**src/rtl/alu_bist_scheduler.sv**
```systemverilog
// alu_bist_scheduler
//   Borrows the ALU during core-idle windows to run an LFSR-driven ADD test.
//   The ALU results are compacted into a MISR, and the signature is compared
//   against a golden value.
//   Runs start on a software trigger or on a programmable interval.
//   Control and status are exposed through a zero-wait APB register file.
// Ports
//   clk_i, rst_i                         clock, synchronous active-high reset
//   core_req_i, core_sleep_i             core ALU demand / core asleep
//   alu_result_i                         ALU result for the driven operands
//   bist_active_o                        ALU mux select (1 = BIST owns ALU)
//   bist_operand_a_o, bist_operand_b_o   test operands (ALU forced to ADD)
//   paddr_i, psel_i, penable_i,
//   pwrite_i, pwdata_i                   APB slave inputs
//   prdata_o, pready_o                   APB read data / ready
//   done_o                               one-cycle pulse after a completed run
//   error_irq_o                          fail_sticky AND irq_en
module alu_bist_scheduler #(
    parameter int unsigned NUM_PATTERNS = 16,
    parameter int unsigned IDLE_MIN     = 4
) (
    input  logic        clk_i,
    input  logic        rst_i,
    input  logic        core_req_i,
    input  logic        core_sleep_i,
    input  logic [31:0] alu_result_i,
    output logic        bist_active_o,
    output logic [31:0] bist_operand_a_o,
    output logic [31:0] bist_operand_b_o,
    input  logic [4:2]  paddr_i,
    input  logic        psel_i,
    input  logic        penable_i,
    input  logic        pwrite_i,
    input  logic [31:0] pwdata_i,
    output logic [31:0] prdata_o,
    output logic        pready_o,
    output logic        done_o,
    output logic        error_irq_o
);

    typedef enum logic [1:0] {StIdle, StWaitWin, StApply, StCompare} state_e;

    localparam logic [31:0] LfsrSeed = 32'hACE1_0001;
    localparam logic [31:0] LfsrTaps = 32'h8020_0003;
    localparam logic [31:0] MisrPoly = 32'h04C1_1DB7;
    localparam logic [7:0]  LastIdx  = 8'(NUM_PATTERNS - 1);
    localparam logic [3:0]  IdleMin  = 4'(IDLE_MIN);

    state_e      state_q;
    logic        enable_q, irq_en_q, pass_q, fail_q, done_q;
    logic [31:0] period_q, golden_q, signature_q, int_cnt_q, lfsr_q, misr_q;
    logic [7:0]  run_count_q, idx_q;
    logic [3:0]  idle_cnt_q;

    logic        wr_en, ctrl_wr, enable_nxt, start_wr, core_busy, busy, period_hit;
    logic [3:0]  idle_cnt_d;
    logic [31:0] lfsr_d, misr_d;

    assign wr_en      = psel_i & penable_i & pwrite_i;
    assign ctrl_wr    = wr_en && (paddr_i == 3'd0);
    // Enable as it will be after this edge; lets a disabling write abort a run
    // on the very edge it commits, and a CTRL=enable|start write start a run.
    assign enable_nxt = ctrl_wr ? pwdata_i[0] : enable_q;
    assign start_wr   = ctrl_wr & pwdata_i[1];
    assign core_busy  = core_req_i & ~core_sleep_i;
    assign busy       = (state_q != StIdle);
    assign period_hit = enable_q && (period_q != 32'd0) && (int_cnt_q == period_q - 32'd1);

    assign bist_active_o    = (state_q == StApply) && !core_busy;
    assign bist_operand_a_o = lfsr_q;
    assign bist_operand_b_o = {lfsr_q[24:0], lfsr_q[31:25]};
    assign pready_o         = 1'b1;
    assign done_o           = done_q;
    assign error_irq_o      = fail_q & irq_en_q;

    // Idle counter next value in WAIT_WIN; saturates at 15.
    assign idle_cnt_d = core_busy ? 4'd0 : ((idle_cnt_q == 4'd15) ? 4'd15 : idle_cnt_q + 4'd1);
    assign lfsr_d     = {1'b0, lfsr_q[31:1]} ^ (lfsr_q[0] ? LfsrTaps : 32'd0);
    assign misr_d     = {misr_q[30:0], 1'b0} ^ (misr_q[31] ? MisrPoly : 32'd0) ^ alu_result_i;

    always_comb begin
        prdata_o = 32'd0;
        case (paddr_i)
            3'd0:    prdata_o = {29'd0, irq_en_q, 1'b0, enable_q};
            3'd1:    prdata_o = period_q;
            3'd2:    prdata_o = golden_q;
            3'd3:    prdata_o = {16'd0, run_count_q, 5'd0, fail_q, pass_q, busy};
            3'd4:    prdata_o = signature_q;
            default: prdata_o = 32'd0;
        endcase
    end

    always_ff @(posedge clk_i) begin
        if (rst_i) begin
            state_q     <= StIdle;
            enable_q    <= 1'b0;
            irq_en_q    <= 1'b0;
            pass_q      <= 1'b0;
            fail_q      <= 1'b0;
            done_q      <= 1'b0;
            period_q    <= 32'd0;
            golden_q    <= 32'd0;
            signature_q <= 32'd0;
            int_cnt_q   <= 32'd0;
            lfsr_q      <= 32'd0;
            misr_q      <= 32'd0;
            run_count_q <= 8'd0;
            idx_q       <= 8'd0;
            idle_cnt_q  <= 4'd0;
        end else begin
            done_q <= 1'b0;
            if (ctrl_wr) begin
                enable_q <= pwdata_i[0];
                irq_en_q <= pwdata_i[2];
            end
            if (wr_en && (paddr_i == 3'd1)) period_q <= pwdata_i;
            if (wr_en && (paddr_i == 3'd2)) golden_q <= pwdata_i;
            // W1C first; a COMPARE mismatch below overrides it in the same edge.
            if (wr_en && (paddr_i == 3'd3) && pwdata_i[2]) fail_q <= 1'b0;

            if (state_q == StIdle) begin
                idle_cnt_q <= 4'd0;
                if (enable_nxt && (start_wr || period_hit)) begin
                    state_q   <= StWaitWin;
                    int_cnt_q <= 32'd0;
                    lfsr_q    <= LfsrSeed;
                    misr_q    <= 32'd0;
                    idx_q     <= 8'd0;
                end else if (enable_q) begin
                    int_cnt_q <= int_cnt_q + 32'd1;
                end
            end else begin
                int_cnt_q <= 32'd0;
                if (!enable_nxt) begin
                    // Abort: no capture, no status update, no done pulse.
                    state_q <= StIdle;
                end else begin
                    case (state_q)
                        StWaitWin: begin
                            idle_cnt_q <= idle_cnt_d;
                            if (idle_cnt_d >= IdleMin) state_q <= StApply;
                        end
                        StApply: begin
                            if (bist_active_o) begin
                                misr_q <= misr_d;
                                lfsr_q <= lfsr_d;
                                idx_q  <= idx_q + 8'd1;
                                if (idx_q == LastIdx) state_q <= StCompare;
                            end else begin
                                // Core preempted: keep progress, wait for a new window.
                                idle_cnt_q <= 4'd0;
                                state_q    <= StWaitWin;
                            end
                        end
                        StCompare: begin
                            signature_q <= misr_q;
                            pass_q      <= (misr_q == golden_q);
                            if (misr_q != golden_q) fail_q <= 1'b1;
                            run_count_q <= run_count_q + 8'd1;
                            done_q      <= 1'b1;
                            state_q     <= StIdle;
                        end
                        default: state_q <= StIdle;
                    endcase
                end
            end
        end
    end

endmodule

```
**config.mk**
```make
export PLATFORM = sky130hd
export DESIGN_NAME = alu_bist_scheduler
export DESIGN_NICKNAME = d
export VERILOG_FILES = /design/src/rtl/alu_bist_scheduler.sv
export SDC_FILE = /design/constraint.sdc
export NUM_CORES = 1
export LEC_CHECK = 0
export ABC_AREA = 1
export CAP_MARGIN = 0
export CELL_PAD_IN_SITES_DETAIL_PLACEMENT = 1
export CELL_PAD_IN_SITES_GLOBAL_PLACEMENT = 1
export CORE_ASPECT_RATIO = 0.5
export CORE_MARGIN = 2
export CORE_UTILIZATION = 35
export CTS_BUF_LIST = sky130_fd_sc_hd__clkbuf_8
export CTS_CLUSTER_SIZE = 20
export DETAILED_ROUTE_END_ITERATION = 10
export PLACE_DENSITY = 0.83
export SLEW_MARGIN = 20
export SYNTH_ARGS = -nofsm -noshare
export SYNTH_HDL_FRONTEND = slang
export SYNTH_SLANG_ARGS = --single-unit
```
**constraint.sdc**
```tcl
create_clock -name clk_i -period 3.2 [get_ports clk_i]
set_input_delay 0.96 -clock clk_i [delete_from_list [all_inputs] [get_ports clk_i]]
set_output_delay 0.96 -clock clk_i [all_outputs]
set_load 0.01 [all_outputs]
```
==> key figures, run 1 <==
Timing
  • Setup WS post-layout: about 0.052 ns
  • Tmin final: roughly 3.1 ns
  • Slew HR: about 40%
  • Final Hold Viols: 0
  • FMAX: approximately 0.32 GHz
  • Worst-margin pin slew: 0.897 ns
  • Setup TNS: 0 ns
  • Clock Skew: about 0.018 ns
  • Final Cycle Share: a little over nine tenths
  • Worst hold slack: 0.465 ns
  • Max Transition Viols Final: 0
  • Final setup vio count: 0

Routing
  • Detail Route Antenna Nets: 0
  • Vias per cell: roughly 5.1
  • Drt wl/cell: 17.8 um
  • Via count: around 12000
  • Drt total wl: approximately 41 mm
  • Drt pass-1 iters: 5
  • Initial DRC count: 674
  • DR DRC count: 0

Final layout
  • Fillers: about 4100
  • Final core occ: between 40% and 50%
  • Area used by multi-input combinational logic: between 6000 and 7000 sq um
  • Post-route cell area: roughly 15000 sq um
  • Register area: ~4400 sq um
  • Ratio of cells with drive above 1 in the final layout: a little under an eighth
  • Synth-to-layout area growth: 26.3%
  • Nets@finish: 1921

GRT
  • Total global routing track utilization: approximately a quarter
  • First-pass GRT wire length: ~65 mm
  • Largest net degree at the start of global routing: 130
  • Initial antenna violation count: 2
  • GRT overflow: 0
  • Number of global-route vias before repair: roughly 12000

Clock tree
  • Clk slew on worst S/H paths: roughly 0.070 ns
  • Root buf cell: clkbuf_8
  • CTS max path bufs: 3
  • CTS tree: yes
  • Worst skew pair latency: ~0.57 ns
  • Num CTS Buffers: 36
  • H-tree Lvls: 2
  • Clk sink count: about 220

Placed design
  • Post-placement setup slack: -0.717 ns
  • Post-DP HPWL: just over 30 mm
  • RePlAce Congestion: just under 0.9
  • PortBufs: ~170
  • Post-DP Area: around 14000 sq um

Floorplanning
  • Top Ports: 174
  • Die height: around 130 um
  • Cell Rows: between 40 and 50
  • Core footprint: 32900 sq um
  • Die Area: 34800 sq um
  • Initial core utilization: a little over a third
  • Die Wd: between 200 and 300 um

Setup path
  • Critical path startpoint category: primary input
  • CP endpoint kind: output pin
  • CP max FO: 7
  • Worst setup path class: in2out
  • CP Data Required Time: 2.24 ns
  • Worst path arrival time: about 2.2 ns

Synth
  • Net Count, Synth: approximately 1800
  • Distinct cells, synth: 46
  • Number of synthesized register bits: between 200 and 250
  • Synthesized area per cell: 6.95 sq um
  • Syn Inst Count: roughly 1700
  • Synth warn: 0
  • Post-synthesis sequential area ratio: about 38%
  • Synthesized area: about 12000 sq um

Power
  • Power Density: between 400 and 500 nW/um^2
  • Max IR drop VDD: between 150 and 200 uV
  • P_leak: between 6 and 7 nW

Flow run
  • MaxCap Viol Count: 0

Hold path
  • HP Class: reg2reg

Status
  • Status: finished clean
-- worst max-delay path, stage by stage --
cell and delay [ns]:
clkdlybuf4s15_1 0.26, inv_2 0.11, nand3_4 0.10, inv_4 0.07
a22o_1 0.22, a21oi_1 0.15, o221ai_1 0.16, buf_2 0.17
-- stage by stage --
step / std cells / total power, mW
finish: 2305 / 6.41
global route: 2304 / 6.70
CTS: 2302 / 6.46
detailed placement: 2238 / 3.79
global placement: 2238 / 3.77
floorplan: 1677 / 3.38
-- cell usage in the layout (no fill, tap or decap), types with 4 or more instances in the layout --
cell type and n:
clkdlybuf4s50_1 135, or3b_2 5, nand3_1 85, buf_12 13, xor2_1 53, nand4_1 24
clkinv_2 4, nor3_1 20, o21ai_0 112, nor2_1 255, o221ai_2 5, buf_2 26
o221ai_1 17, or2_2 15, inv_2 9, buf_4 40, dfxtp_1 219, a221o_1 9
xnor2_1 57, inv_1 153, clkbuf_8 46, o22ai_2 6, clkdlybuf4s15_2 4, ha_1 10
clkbuf_2 5, o21bai_1 10, a22oi_1 4, nor4_1 6, nand3b_1 10, nand2_1 323
a21oi_1 128, nor2_2 8
-- final timing paths --
check	cells past startpoint	end	slack, ns	from
max	8	prdata_o[2]	0.05	paddr_i[4]
min	2	signature_q[14]$_SDFFE_PP0P_	0.46	signature_q[14]$_SDFFE_PP0P_
max reg2reg	19	misr_q[21]$_SDFFE_PP0P_	0.27	period_q[1]$_SDFFE_PP0P_
min reg2reg	2	signature_q[14]$_SDFFE_PP0P_	0.46	signature_q[14]$_SDFFE_PP0P_
-- synth_stat cells (all sizes together) --
library cell	instances	area (sq um)
clkinv	2	7.51
or3b	5	43.8
ha	10	125
dfxtp	219	4380
nand3	89	470
o21bai	10	75.1
inv	155	582
clkbuf	56	210
nor4	6	37.5
a221oi	1	8.76
a31oi	1	6.26
o21ai	114	571
nand3b	10	75.1
nor3	23	125
o2111ai	1	8.76
buf	51	357
a32oi	1	8.76
xor2	53	464
a22o	1	8.76
a31o	1	8.76
nand4	24	150
or2	16	100
a22oi	4	30.0
nor2	266	1030
o22ai	9	56.3
o211ai	3	22.5
nand2	326	1240
o221ai	22	193
conb	1	3.75
nor3b	2	15.0
o31ai	1	7.51
a21oi	128	641
a221o	9	90.1
xnor2	57	499
-- final cells by class --
type | count | area share [%]
Clock buffer | 46 | 4.30
Clock inverter | 17 | 0.927
Multi-Input combinational cell | 1194 | 42.3
Inverter | 157 | 4.03
Tap cell | 441 | 3.75
Antenna cell | 2 | 0.0340
Timing Repair Buffer | 229 | 14.9
Sequential cell | 219 | 29.8
-- routing by layer --
layer	up-vias	track usage, %	share of wire, %
li1	5743	-	-
met1	5672	29.2	44
met2	209	40.2	48
met3	83	4.48	4.1
met4	0	8.13	3.4
met5	-	0	0
-- sequential cells by signal (all words and copies together), names as in the netlist --
| signal | flops |
|---|---|
| signature_q | 32 |
| idx_q | 8 |
| misr_q | 32 |
| idle_cnt_q | 4 |
| run_count_q | 8 |
| bist_operand_a_o | 32 |
| golden_q | 32 |
| irq_en_q | 1 |
| int_cnt_q | 32 |
| enable_q | 1 |
| fail_q | 1 |
| done_o | 1 |
| state_q | 2 |
| pass_q | 1 |
| period_q | 32 |
-- what timing repair did --
action / in CTS / in global routing
pin swaps: 3 / 2
hold buffers: 0 / 0
resized for setup: 138 / 26
endpoints found under the setup margin: 32 / 33
gates cloned: 0 / 1
buffers inserted: 1 / 0
-- cell families after synthesis --
family / count (synthesis) / synth area share, %
other cells: 1 / 0.0322
simple gates: 767 / 28.2
buf+inv: 264 / 9.92
fa+ha+maj: 10 / 1.07
compound gates: 306 / 14.9
flops: 219 / 37.6
xor+xnor: 110 / 8.27
-- power by group --
part / internal [mW] / total (mW) / switching [mW]
clock: 1.46 / 2.67 / 1.21
sequential: 2.75 / 2.79 / 0.0326
combinational: 0.343 / 0.951 / 0.608
No activity file was read; power rests on OpenSTA's default activity.
==> run 2: changes to the inputs <==
--- a/config.mk
+++ b/config.mk
@@ -16,6 +16,7 @@
 export CTS_CLUSTER_SIZE = 20
 export DETAILED_ROUTE_END_ITERATION = 10
 export PLACE_DENSITY = 0.83
+export SKIP_CTS_REPAIR_TIMING = 1
 export SLEW_MARGIN = 20
 export SYNTH_ARGS = -nofsm -noshare
 export SYNTH_HDL_FRONTEND = slang
==> run 2 against run 1 <==
  * Critical path depth increased by 1
  * Combinational power about the same
  * Global-route usage shrank 0.16 points
  * Utilization grew 0.33 points
  * Sequential share of layout area shrank 0.22 points
  * Sequential power hardly changed
  * Register-to-register slack got worse by 0.02 ns
  * Clock-buffer cell count stayed put
  * Final cell count did not move
  * Clock power about the same
  * Via count barely moved
  * Largest cell class unchanged
  * Largest power group unchanged
==> key figures, run 2 (synthesis gave the netlist of run 1 again) <==
Placed design
  • Placed insts: 2238 (unchanged)
  • RePlAce Congestion: 0.889 (unchanged)
  • PortBufs: 172 (unchanged)
  • Post-DP HPWL: 30.7 mm (unchanged)

Final layout
  • Ratio of cells with drive above 1 in the final layout: 8.92% (-2.4 points)
  • Nets@finish: 1921 (unchanged)
  • Non-Filler Instances: 2305 (unchanged)
  • Most common cell after layout, fill and taps aside: nand2_1
  • Most frequent cells in the layout: nand2_1 (323), nor2_1 (256), dfxtp_1 (219)
  • Final core occ: 45.0% (+0.33 points)
  • Fillers: 4132 (-0.41%)
  • Synth-to-layout area growth: 27.3%

Timing
  • FMAX: 0.317 GHz (-0.30%)
  • Clock Skew: 0.0159 ns (-0.00218 ns)
  • Worst hold slack: 0.467 ns (+0.00207 ns)
  • Worst-margin pin slew: 0.903 ns (+0.00586 ns)
  • Slew HR: 39.7% (-0.39 points)
  • Tmin final: 3.16 ns (+0.00945 ns)
  • Max Transition Viols Final: 0 (unchanged)
  • Setup TNS: 0 ns (unchanged)
  • Final Cycle Share: 98.7% (+0.30 points)
  • Final setup vio count: 0 (unchanged)
  • Final Hold Viols: 0 (unchanged)

Routing
  • Initial DRC count: 672 (-0.30%)
  • DR DRC count: 0 (unchanged)
  • Detail Route Antenna Nets: 0 (unchanged)
  • Vias per cell: 5.08 (about the same)
  • Via count: 11700 (-0.077%)
  • Drt pass-1 iters: 5 (unchanged)
  • Drt wl/cell: 17.7 um (-0.67%)
  • Drt total wl: 40.7 mm (-0.67%)

Hold path
  • Hold endpoint: signature_q[14]$_SDFFE_PP0P_
  • WHS Path Cells: 2 (unchanged)
  • Hold Crit Start: signature_q[14]$_SDFFE_PP0P_
  • HP Class: reg2reg

Setup path
  • Critical path startpoint category: primary input
  • CP dominant cell by count: buf_4
  • Setup crit start: paddr_i[3]
  • Worst path arrival time: 2.20 ns (about the same)
  • Slowest cell on crit path: a22o_1
  • Bufs and invs on worst path: 5 (+1)
  • CP peak stage delay: 0.21 ns (-0.05 ns)
  • Worst setup path class: in2out
  • Reg-to-reg critical path endpoint: misr_q[21]$_SDFFE_PP0P_
  • Worst R2R Setup Slack: 0.25 ns (-0.02 ns)
  • R2r worst-path depth: 19 (unchanged)
  • R2R Path Start: period_q[1]$_SDFFE_PP0P_
  • CP endpoint kind: output pin
  • Dominant delay contributor by cell family on the critical path: buffers and inverters
  • CP max FO: 7 (unchanged)
  • CP Data Required Time: 2.24 ns (about the same)
  • Worst-path cell chain: dlymetal6s2s_1 -> buf_4 -> nand3_2 -> inv_4 -> buf_4 -> a22o_1 -> a21oi_2 -> o221ai_2 -> clkbuf_2

Clock tree
  • H-tree Lvls: 2 (unchanged)
  • Clk slew on worst S/H paths: 0.06 ns (about the same)
  • Root buf cell: clkbuf_8
  • Clk sink count: 219 (unchanged)
  • Num CTS Buffers: 36 (unchanged)
  • Worst skew pair latency: 0.57 ns (about the same)
  • CTS tree: yes
  • CTS max path bufs: 3 (unchanged)

Floorplanning
  • Die Area: 34800 sq um (unchanged)
  • Top Ports: 174 (unchanged)
  • Die Wd: 262 um (unchanged)
  • Initial core utilization: 35.4% (unchanged)
  • Die height: 133 um (unchanged)
  • Core footprint: 32900 sq um (unchanged)
  • Cell Rows: 47 (unchanged)

Power
  • Power Density: 432 nW/um^2 (-0.85%)
  • P_leak: 6.66 nW (+8.3%)
  • Total Power: 6.40 mW (-0.11%)
  • Max IR drop VDD: 199 uV (+2.1%)

GRT
  • Total global routing track utilization: 23.2% (-0.16 points)
  • Initial antenna violation count: 2 (unchanged)
  • First-pass GRT wire length: 64.3 mm (-0.47%)
  • Number of global-route vias before repair: 11900 (-0.91%)
  • GRT overflow: 0 (unchanged)
  • Largest net degree at the start of global routing: 130 (unchanged)

Flow run
  • MaxCap Viol Count: 0 (unchanged)

Status
  • Status: finished clean
[run 2: cell count changes in the layout (fill, tap and decap cells not counted), moves of 2 or more]
cell,change
dlymetal6s2s_1,+33
buf_2,-25
o22ai_1,+6
o22ai_2,-6
buf_4,+5
clkdlybuf4s15_2,-4
o221ai_1,+4
o221ai_2,-4
buf_6,-3
clkbuf_2,-3
inv_1,+2
inv_2,-2
[run 2: layer usage]
layer  GRT usage [%]  share of wire [%]  vias to the layer above
li1                -                  -                     5750
met1            29.6                 44                     5645
met2            40.5                 49                      240
met3            3.68                4.3                       63
met4            6.62                2.6                        0
met5               0                  0                        -
[run 2: worst register-to-register path, delay by kind of cell (launching register included)]
kind	cells	cell delay [ns]
and+or+nand+nor	15	1.95
DFF	1	0.36
buffers and inverters	2	0.26
adders and majority gates	1	0.19
AOI/OAI and AO/OA	1	0.13
[run 2: final cells by class]
type | instances | area (sq um) | area share (%)
Tap cell | 441 | 552 | 3.72
Multi-Input combinational cell | 1194 | 6150 | 41.5
Clock buffer | 46 | 633 | 4.27
Timing Repair Buffer | 229 | 2370 | 16.0
Inverter | 157 | 593 | 4.00
Clock inverter | 17 | 136 | 0.920
Antenna cell | 2 | 5.00 | 0.0338
Sequential cell | 219 | 4380 | 29.6
[run 2: metrics by stage]
stage          setup slack (ns)  area (sq um)
5_1_grt                -0.00108         14800
4_1_cts                  -0.730         14700
6_report                 0.0426         14800
3_5_place_dp             -0.717         13900
3_3_place_gp             -0.626         13900
2_1_floorplan             0.118         11600
[run 2: report_power, final]
| part | leakage (nW) | switching, mW | internal, mW |
|---|---|---|---|
| sequential | 1.76 | 0.0327 | 2.75 |
| clock | 0.429 | 1.21 | 1.46 |
| combinational | 4.46 | 0.607 | 0.341 |
[run 2: how the worst max path moves through the flow]
stage                   end  slack (ns)  depth (start not counted)
5_1_grt         prdata_o[2]      -0.001                          9
2_1_floorplan   prdata_o[0]        0.12                          7
3_5_place_dp    prdata_o[5]       -0.72                          7
3_3_place_gp   prdata_o[18]       -0.63                          8
4_1_cts         prdata_o[5]       -0.73                          7
6_report        prdata_o[2]        0.04                          9
